--- src/rtl/ppu_pkg.sv ---
// Shared PPU pixel-output definitions: frame geometry defaults, palette window,
// pipeline stage records and the fixed NES master palette.
package ppu_pkg;

    localparam int DEF_VIS_LINES = 240;
    localparam int DEF_VIS_DOTS  = 256;

    localparam logic [13:0] PALETTE_BASE = 14'h3F00;

    typedef struct packed {
        logic        valid;
        logic [15:0] addr;
        logic        grey;
        logic [4:0]  index;
    } dot_t;

    typedef struct packed {
        logic        valid;
        logic [15:0] addr;
        logic        grey;
        logic [5:0]  color;
    } pix_t;

    localparam logic [23:0] RGB_TABLE [0:63] = '{
        24'h7C7C7C, 24'h0000FC, 24'h0000BC, 24'h4428BC, 24'h940084, 24'hA80020, 24'hA81000, 24'h881400,
        24'h503000, 24'h007800, 24'h006800, 24'h005800, 24'h004058, 24'h000000, 24'h000000, 24'h000000,
        24'hBCBCBC, 24'h0078F8, 24'h0058F8, 24'h6844FC, 24'hD800CC, 24'hE40058, 24'hF83800, 24'hE45C10,
        24'hAC7C00, 24'h00B800, 24'h00A800, 24'h00A844, 24'h008888, 24'h000000, 24'h000000, 24'h000000,
        24'hF8F8F8, 24'h3CBCFC, 24'h6888FC, 24'h9878F8, 24'hF878F8, 24'hF85898, 24'hF87858, 24'hFCA044,
        24'hF8B800, 24'hB8F818, 24'h58D854, 24'h58F898, 24'h00E8D8, 24'h787878, 24'h000000, 24'h000000,
        24'hFCFCFC, 24'hA4E4FC, 24'hB8B8F8, 24'hD8B8F8, 24'hF8B8F8, 24'hF8A4C0, 24'hF0D0B0, 24'hFCE0A8,
        24'hF8D878, 24'hD8F878, 24'hB8F8B8, 24'hB8F8D8, 24'h00FCFC, 24'hF8D8F8, 24'h000000, 24'h000000
    };

    // Sprite-side backdrop slots 0x10/14/18/1C alias the background ones.
    function automatic logic [4:0] pal_mirror(input logic [4:0] a);
        pal_mirror = (a[1:0] == 2'b00) ? {1'b0, a[3:0]} : a;
    endfunction

    function automatic logic [4:0] pal_lookup(input logic [4:0] idx);
        pal_lookup = (idx[1:0] == 2'b00) ? 5'd0 : pal_mirror(idx);
    endfunction

endpackage

--- src/rtl/nes_rgb_lut.sv ---
// Registered 6-bit NES colour to 24-bit RGB conversion; holds its output
// whenever no new colour is presented.
module nes_rgb_lut
    import ppu_pkg::*;
(
    input  logic        clock,
    input  logic        reset,
    input  logic        en,
    input  logic [5:0]  color,
    output logic [23:0] rgb
);

    // Output colour register
    always_ff @(posedge clock) begin
        if (reset) begin
            rgb <= 24'd0;
        end else if (en) begin
            rgb <= RGB_TABLE[color];
        end
    end

endmodule

--- src/rtl/ppu_pixel_out.sv ---
// PPU pixel output: palette RAM, visible-dot qualification and a two-stage
// colour pipeline feeding a linear framebuffer address plus RGB.
module ppu_pixel_out
    import ppu_pkg::*;
#(
    parameter int VIS_LINES = DEF_VIS_LINES,
    parameter int VIS_DOTS  = DEF_VIS_DOTS
)(
    input  logic        clock,
    input  logic        reset,
    input  logic [4:0]  pal_index,
    input  logic [8:0]  xIdx,
    input  logic [8:0]  yIdx,
    input  logic        greyscale,
    input  logic        pal_wr,
    input  logic [13:0] pal_addr,
    input  logic [7:0]  pal_wdata,
    output logic [5:0]  pal_rdata,
    output logic        pix_valid,
    output logic [15:0] pix_addr,
    output logic [23:0] pix_rgb,
    output logic        frame_done
);

    localparam logic [15:0] LAST_ADDR = 16'((VIS_LINES - 1) * 256 + VIS_DOTS - 1);

    logic [5:0]  pal_ram [0:31];
    logic        clr_active;
    logic [4:0]  clr_idx;
    logic        pal_hit;
    logic [4:0]  pal_ent;
    logic        ram_we;
    logic [4:0]  ram_waddr;
    logic [5:0]  ram_wdata;
    logic        dot_vis;
    logic [15:0] dot_addr;
    dot_t        s0;
    pix_t        s1;
    logic [5:0]  lut_color;
    logic        armed;
    logic        unused_bits;

    assign unused_bits = ^{pal_addr[7:5], pal_wdata[7:6]};

    // Dot qualification and framebuffer address (column is xIdx-1)
    always_comb begin
        dot_vis  = (xIdx >= 9'd1) && (32'(xIdx) <= VIS_DOTS) &&
                   (32'(yIdx) < VIS_LINES) && !clr_active;
        dot_addr = ({7'd0, yIdx} << 8) + {7'd0, xIdx} - 16'd1;
    end

    // Palette write port: the post-reset clear sweep owns it until done
    always_comb begin
        pal_hit = (pal_addr[13:8] == PALETTE_BASE[13:8]);
        pal_ent = pal_mirror(pal_addr[4:0]);
        if (reset) begin
            ram_we    = 1'b0;
            ram_waddr = clr_idx;
            ram_wdata = 6'd0;
        end else if (clr_active) begin
            ram_we    = 1'b1;
            ram_waddr = clr_idx;
            ram_wdata = 6'd0;
        end else begin
            ram_we    = pal_wr && pal_hit;
            ram_waddr = pal_ent;
            ram_wdata = pal_wdata[5:0];
        end
    end

    // Clear sweep sequencer, one entry per cycle after reset releases
    always_ff @(posedge clock) begin
        if (reset) begin
            clr_active <= 1'b1;
            clr_idx    <= 5'd0;
        end else if (clr_active) begin
            clr_idx <= clr_idx + 5'd1;
            if (clr_idx == 5'd31) begin
                clr_active <= 1'b0;
            end
        end
    end

    // Palette storage
    always_ff @(posedge clock) begin
        if (ram_we) begin
            pal_ram[ram_waddr] <= ram_wdata;
        end
    end

    // CPU-side palette readback; reads before a same-cycle write lands
    always_ff @(posedge clock) begin
        if (reset) begin
            pal_rdata <= 6'd0;
        end else if (pal_hit) begin
            pal_rdata <= pal_ram[pal_ent];
        end else begin
            pal_rdata <= 6'd0;
        end
    end

    // Input capture stage
    always_ff @(posedge clock) begin
        if (reset) begin
            s0 <= '0;
        end else begin
            s0.valid <= dot_vis;
            s0.addr  <= dot_addr;
            s0.grey  <= greyscale;
            s0.index <= pal_index;
        end
    end

    // Palette entry stage
    always_ff @(posedge clock) begin
        if (reset) begin
            s1 <= '0;
        end else begin
            s1.valid <= s0.valid;
            s1.addr  <= s0.addr;
            s1.grey  <= s0.grey;
            s1.color <= pal_ram[pal_lookup(s0.index)];
        end
    end

    assign lut_color = s1.grey ? (s1.color & 6'h30) : s1.color;

    nes_rgb_lut u_lut (
        .clock (clock),
        .reset (reset),
        .en    (s1.valid),
        .color (lut_color),
        .rgb   (pix_rgb)
    );

    // Output stage: address holds across non-visible dots
    always_ff @(posedge clock) begin
        if (reset) begin
            pix_valid <= 1'b0;
            pix_addr  <= 16'd0;
        end else begin
            pix_valid <= s1.valid;
            if (s1.valid) begin
                pix_addr <= s1.addr;
            end
        end
    end

    // A frame only completes if its first pixel was emitted since reset
    always_ff @(posedge clock) begin
        if (reset) begin
            frame_done <= 1'b0;
            armed      <= 1'b0;
        end else begin
            frame_done <= pix_valid && (pix_addr == LAST_ADDR) && armed;
            if (pix_valid && (pix_addr == 16'd0)) begin
                armed <= 1'b1;
            end else if (pix_valid && (pix_addr == LAST_ADDR)) begin
                armed <= 1'b0;
            end
        end
    end

endmodule

--- config.mk ---
export PLATFORM = sky130hd
export DESIGN_NAME = ppu_pixel_out
export DESIGN_NICKNAME = d
export VERILOG_FILES = /design/src/rtl/ppu_pkg.sv /design/src/rtl/nes_rgb_lut.sv /design/src/rtl/ppu_pixel_out.sv
export SDC_FILE = /design/constraint.sdc
export NUM_CORES = 1
export LEC_CHECK = 0
export CAP_MARGIN = 10
export CELL_PAD_IN_SITES_DETAIL_PLACEMENT = 1
export CELL_PAD_IN_SITES_GLOBAL_PLACEMENT = 2
export CORE_MARGIN = 5
export CORE_UTILIZATION = 30
export DETAILED_ROUTE_END_ITERATION = 10
export HOLD_SLACK_MARGIN = 0.15
export PLACE_DENSITY_LB_ADDON = 0.1
export SYNTH_ARGS = -nofsm -noshare
export SYNTH_HDL_FRONTEND = slang
export SYNTH_HIERARCHICAL = 1
export SYNTH_SLANG_ARGS = --single-unit
--- constraint.sdc ---
create_clock -name clock -period 4.5 [get_ports clock]
set_input_delay 0.45 -clock clock [delete_from_list [all_inputs] [get_ports clock]]
set_output_delay 0.45 -clock clock [all_outputs]
set_load 0.02 [all_outputs]
==> results of run 1 <==
==> state kept, by name (all words and copies together), names as in the netlist, 5 cells and up <==
signal / count
pal_rdata: 6
u_lut/rgb: 18
pal_ram: 186
s0: 23
clr_idx: 5
s1: 24
pix_addr: 16
==> per-stage QoR <==
stage	power, mW	hold slack, ns	cell area [µm²]	util, %	worst slack, ns
6_report	6.57	0.435	17400	35.7	1.29
3_3_place_gp	3.67	0.417	16100	33.1	1.32
4_1_cts	6.67	0.425	17400	35.6	1.32
2_1_floorplan	3.42	0.414	14800	-	2.17
3_5_place_dp	3.67	0.425	16100	33.1	1.29
5_1_grt	6.85	0.453	17400	35.7	1.14
==> metal layers <==
| layer | track usage, % | routed length, µm | vias up |
|---|---|---|---|
| met5 | 0 | 0 | - |
| met1 | 24.6 | 22900 | 5562 |
| met3 | 2.45 | 1650 | 73 |
| li1 | - | - | 5043 |
| met2 | 30.1 | 23400 | 213 |
| met4 | 5.71 | 1250 | 0 |
==> worst max-delay path, cell delays in order <==
cell                            delay [ns]
sky130_fd_sc_hd__dlygate4sd3_1        0.53
sky130_fd_sc_hd__buf_4                0.18
sky130_fd_sc_hd__nor2_1               0.61
sky130_fd_sc_hd__mux2i_1              0.29
sky130_fd_sc_hd__nor2b_1              0.19
sky130_fd_sc_hd__nand2_1              0.35
sky130_fd_sc_hd__nor2_1               0.77
==> cell usage in the layout (no fill, tap or decap), drive strengths merged, types with 18 or more instances in the layout <==
master         Yosys  layout
a211oi            25      25
nor2b             47      47
edfxtp           186     186
nand2b            25      25
o21ai             50      50
nand2             77      77
a31oi             19      19
inv               43      43
mux2i             84      84
mux4              34      34
clkdlybuf4s50      0      82
nor3              18      18
a21oi             84      84
ha                38      38
buf               70      39
clkbuf            27      55
dfxtp             96      96
nor2             126     126
==> worst max-delay path by stage <==
stage             from        endpoint  slack, ns  cells past startpoint
5_1_grt          reset  pal_ram[30][3]       1.14                      7
3_5_place_dp     reset  pal_ram[30][0]       1.29                      6
6_report         reset  pal_ram[30][3]       1.29                      7
3_3_place_gp     reset   pal_ram[8][3]       1.32                      6
2_1_floorplan  xIdx[8]          s0[19]       2.17                     10
4_1_cts          reset  pal_ram[30][3]       1.32                      7
==> cell families (layout without fill, tap and decap cells) <==
logic type,Yosys count,count (layout),share of synthesized area [%]
compound gates,323,323,15.5
xor+xnor,12,12,0.713
fa+ha+maj,39,39,3.36
buf+inv,140,231,5.00
flops,282,282,50.9
mux,132,132,12.0
other cells,1,6,0.0254
simple gates,377,377,12.6
==> cells in the mapped netlist (25+ instances only) <==
cell type,count
sky130_fd_sc_hd__a21oi_1,84
sky130_fd_sc_hd__buf_2,35
sky130_fd_sc_hd__clkbuf_1,25
sky130_fd_sc_hd__dfxtp_1,96
sky130_fd_sc_hd__edfxtp_1,186
sky130_fd_sc_hd__ha_1,38
sky130_fd_sc_hd__inv_1,39
sky130_fd_sc_hd__mux2i_1,84
sky130_fd_sc_hd__mux4_2,34
sky130_fd_sc_hd__nand2_1,77
sky130_fd_sc_hd__nand2b_1,25
sky130_fd_sc_hd__nor2_1,125
sky130_fd_sc_hd__nor2b_1,47
sky130_fd_sc_hd__o21ai_0,49
==> power by group <==
group          switching, mW  internal [mW]
clock network           1.12           1.82
registers             0.0345           2.78
logic                  0.497          0.310
total                   1.66           4.91
==> final cells by class <==
cell class              instances  area [µm²]  share of cell area, %
well taps                     664         831                   4.77
flip-flops and latches        282        7510                   43.2
multi-input cells             889        6530                   37.5
inverters                      43         161                  0.928
clock buffers                  55        1070                   6.16
clock inverters                11         144                  0.827
repair buffers                122        1150                   6.59
==> repair_timing <==
item,4_1_cts,5_1_grt
hold endpoints to repair,4,0
hold buffers,1,0
buffers inserted,0,0
==> impl_metrics.ini, run 1 <==
[pwr]
power.ir.vdd_worst_mv = 0.179
power_per_cell_area_mw_per_mm2 = 378
static-leakage-power_nw = 5.84

[cells_and_area]
stdcell_count = 2066
layout_cell_share_with_drive_strength_beyond_1_pct = 12.8
count_of_inserted_antenna_diode_cells = 0
syn_to_final_growth_pct = 18.0
fillers = 5325
nets = 1462

[drt]
routedWlPerCell_um = 23.8
drt_pre_antenna_iters = 5
detail_route.vias_per_cell = 5.27
postRouteWirelength_um = 49200
via_count = 10891
antenna_violating_nets_post_route = 0
first_iter_violations = 641
count_of_unresolved_drc_violations_after_routing = 0

[synth]
yosysTopAreaCell = sky130_fd_sc_hd__edfxtp_1
ys_seq_elements = 282
edff_count_synth = 186
syn_avg_cell_area_um2 = 11.3
synth_cells = 1306
synth-seq-area-share_pct = 50.9
dominantRegCellSynth = sky130_fd_sc_hd__edfxtp_1
yosysUniqueCellTypes = 82
netlist.area_leader.share_pct = 37.9
synthesis.area_mm2 = 0.0147
ys_async_sr_fraction_pct = 0
synth_top_area_cells = sky130_fd_sc_hd__edfxtp_1, sky130_fd_sc_hd__dfxtp_1, sky130_fd_sc_hd__mux2i_1, sky130_fd_sc_hd__mux4_2, sky130_fd_sc_hd__ha_1
yosys_warnings = 6

[worst_setup_path]
kind_of_launch_point_of_the_worst_setup_path = input port
timing.critical_path.to_type = register
data_required_time_at_the_worst_endpoint_ns = 4.66
path_max_fanout = 13
crit_type = input port to register
worstReg2RegEnd = pal_ram[30][3]
regToRegStartpoint = clr_active
timing.critical_path.arrival_ns = 3.37
worst-r2r-setup-slack_ns = 1.46
reg2reg_depth = 5

[grt]
gr-total-overflow = 0
global_route_wire_length_before_repair_um = 74000
antenna_violations_before_repair = 0
grt_use_total_pct = 18.1
largest_net_degree_at_the_start_of_global_routing = 78
vias_in_the_first_global_route = 11589

[sta]
max_slew.worst_pin.slew_ns = 1.24
timing.final.max_slew_violations = 0
setup_viol = 0
timing.clock.skew_ns = 0.0188
grt_setup_unrepaired = false
fmaxAchievable_mhz = 312
min_period_ns = 3.21
slew-limit-headroom_pct = 17.3
tns_ns = 0
hold_viol_final = 0
period_share_pct = 71.2

[place]
dp.final_hpwl_um = 33100
gp_congestion = 0.773
placedCellCount = 1997
io_buffer_count = 85

[clock_tree]
cts_num_sinks = 282
h-tree-depth = 2
clk_pin_slew_worst_paths_ns = 0.05
cts_tree = done
clk_path_buf_depth = 3
insertion_delay_ns = 0.54
cts_made_buffers = 36
ctsResizeCount = 0
clock_tree_root_driver_cell = sky130_fd_sc_hd__clkbuf_16

[floorplan]
design.die.area_mm2 = 0.0537
rows = 81
pin_count = 97
start_util_pct = 30.3
chipHeight_um = 232
core_region_area_mm2 = 0.0487
floorplan.die.width_um = 232

[min_path]
hold_path.class = register to register
hp-start = s0[21]
min_path_cells = 1
whs_endpoint = s1[22]

[status]
status = completed

[flow_run]
max_cap_violations = 0
No activity file was read; power rests on OpenSTA's default activity.
==> run 2, diff against run 1 <==
==> constraint.sdc (replaced) <==
create_clock -name clock -period 3.35 [get_ports clock]
set_input_delay 0.335 -clock clock [delete_from_list [all_inputs] [get_ports clock]]
set_output_delay 0.335 -clock clock [all_outputs]
set_load 0.02 [all_outputs]
==> impl_metrics.ini, run 2 (synthesis results as in run 1) <==
[cells_and_area]
syn_to_final_growth_pct = 19.0
largest_reg_flops = 186
nets = 1491
postLayoutCellArea_mm2 = 0.0175
layout_common_cells = sky130_fd_sc_hd__edfxtp_1, sky130_fd_sc_hd__nor2_1, sky130_fd_sc_hd__dfxtp_1
layout_cell_share_with_drive_strength_beyond_1_pct = 14.2
layout.cells.most_common = sky130_fd_sc_hd__edfxtp_1
biggestRegsByFlops = pal_ram x186, s1 x24, s0 x23
regMostFlops = pal_ram

[pwr]
p_comb_share_pct = 12.8
p_switching_mw = 2.23
intPower_mw = 6.35
power_per_cell_area_mw_per_mm2 = 489
power_switching_share_pct = 26.0
static-leakage-power_nw = 5.94
clock_power_share_pct = 43.2
power.sequential.fraction_pct = 44.1
power.ir.vdd_worst_mv = 0.240

[min_path]
whs_endpoint = s0[1]
hp-start = pal_index[1]
hold_path.class = input port to register
min_path_cells = 2

[place]
io_buffer_count = 85
post_place_instance_area_mm2 = 0.0164
dp.final_hpwl_um = 33800
gp_congestion = 0.818
place_ws_ns = 0.388

[worst_setup_path]
reg2reg_depth = 4
path_max_fanout = 11
max_stage_delay_ns = 0.68
worst-r2r-setup-slack_ns = 0.76
kind_of_launch_point_of_the_worst_setup_path = input port
timing.critical_path.to_type = register
data_required_time_at_the_worst_endpoint_ns = 3.52
crit_type = input port to register
path_delay_family = simple AND/OR/NAND/NOR gates
cp_slowest_cell = sky130_fd_sc_hd__nor2_1
timing.critical_path.cells = dlygate4sd3_1, buf_4, or2_2, o21ai_0, nand2_1, nor2_1
worstReg2RegEnd = pal_ram[2][1]
path_buf_inv = 2
timing.critical_path.arrival_ns = 2.80
regToRegStartpoint = clr_active

[grt]
global_route_wire_length_before_repair_um = 74300
gr-total-overflow = 0
grt_use_total_pct = 18.1
antenna_violations_before_repair = 0
vias_in_the_first_global_route = 11489
largest_net_degree_at_the_start_of_global_routing = 52

[clock_tree]
clock_tree_root_driver_cell = sky130_fd_sc_hd__clkbuf_16
cts_hold_buffers = 1
h-tree-depth = 2
cts_made_buffers = 35
ctsResizeCount = 0
insertion_delay_ns = 0.54
clk_pin_slew_worst_paths_ns = 0.06
cts_tree = done
cts_num_sinks = 282
postCtsSetupRepairBufs = 0
clk_path_buf_depth = 3

[drt]
first_iter_violations = 622
postRouteWirelength_um = 48800
count_of_unresolved_drc_violations_after_routing = 0
routedWlPerCell_um = 23.3
via_count = 10905
drt_pre_antenna_iters = 5
detail_route.vias_per_cell = 5.21
antenna_violating_nets_post_route = 0

[floorplan]
chipHeight_um = 232
rows = 81
design.die.area_mm2 = 0.0537
start_util_pct = 30.3
core_region_area_mm2 = 0.0487
pin_count = 97
floorplan.die.width_um = 232

[flow_run]
max_cap_violations = 0

[sta]
hold_viol_final = 0
max_slew.worst_pin.slew_ns = 1.19
layout_setup_ws_ns = 0.722
min_period_ns = 2.63
fmaxAchievable_mhz = 380
timing.clock.skew_ns = 0.0110
slew-limit-headroom_pct = 20.4
period_share_pct = 78.5
grt_setup_unrepaired = false
tns_ns = 0
timing.final.max_slew_violations = 0
setup_viol = 0

[status]
status = completed
[run 2: final cells by class]
cell class | instances | area, µm²
inverters | 43 | 161
clock inverters | 19 | 164
repair buffers | 152 | 1390
multi-input cells | 889 | 6530
flip-flops and latches | 282 | 7510
well taps | 664 | 831
diodes | 1 | 2.50
fillers | 5337 | 31200
clock buffers | 44 | 952
[run 2: worst max-delay path by stage]
stage / depth (start not counted) / to / startpoint
floorplan: 10 / s0[19] / xIdx[8]
global placement: 10 / s0[19] / xIdx[1]
detailed placement: 10 / s0[19] / xIdx[1]
CTS: 6 / pal_ram[2][3] / reset
global route: 6 / pal_ram[28][0] / clr_active
finish: 6 / pal_ram[2][1] / reset
[run 2: routing by layer]
metal	GRT usage, %	vias to the layer above	wire (µm)
met5	0	-	0
met4	4.25	0	971
met3	2.64	53	1520
met2	30.2	183	23600
met1	24.9	5560	22700
li1	-	5109	-
[run 2: power groups by stage]
stage	registers [mW]	clock network, mW	logic (mW)
2_1_floorplan	3.83	0	0.768
3_3_place_gp	3.86	0	1.10
3_5_place_dp	3.86	0	1.10
4_1_cts	3.78	3.84	1.10
5_1_grt	3.79	3.98	1.20
6_report	3.78	3.71	1.10
[run 2: stage by stage]
stage / utilization, % / std cells / total power [mW] / hold slack, ns
3_3_place_gp: 33.6 / 2028 / 4.95 / 0.419
5_1_grt: 36.0 / 2093 / 8.96 / 0.338
2_1_floorplan: - / 1311 / 4.59 / 0.407
4_1_cts: 35.9 / 2092 / 8.72 / 0.314
6_report: 36.0 / 2094 / 8.59 / 0.344
3_5_place_dp: 33.6 / 2028 / 4.95 / 0.425
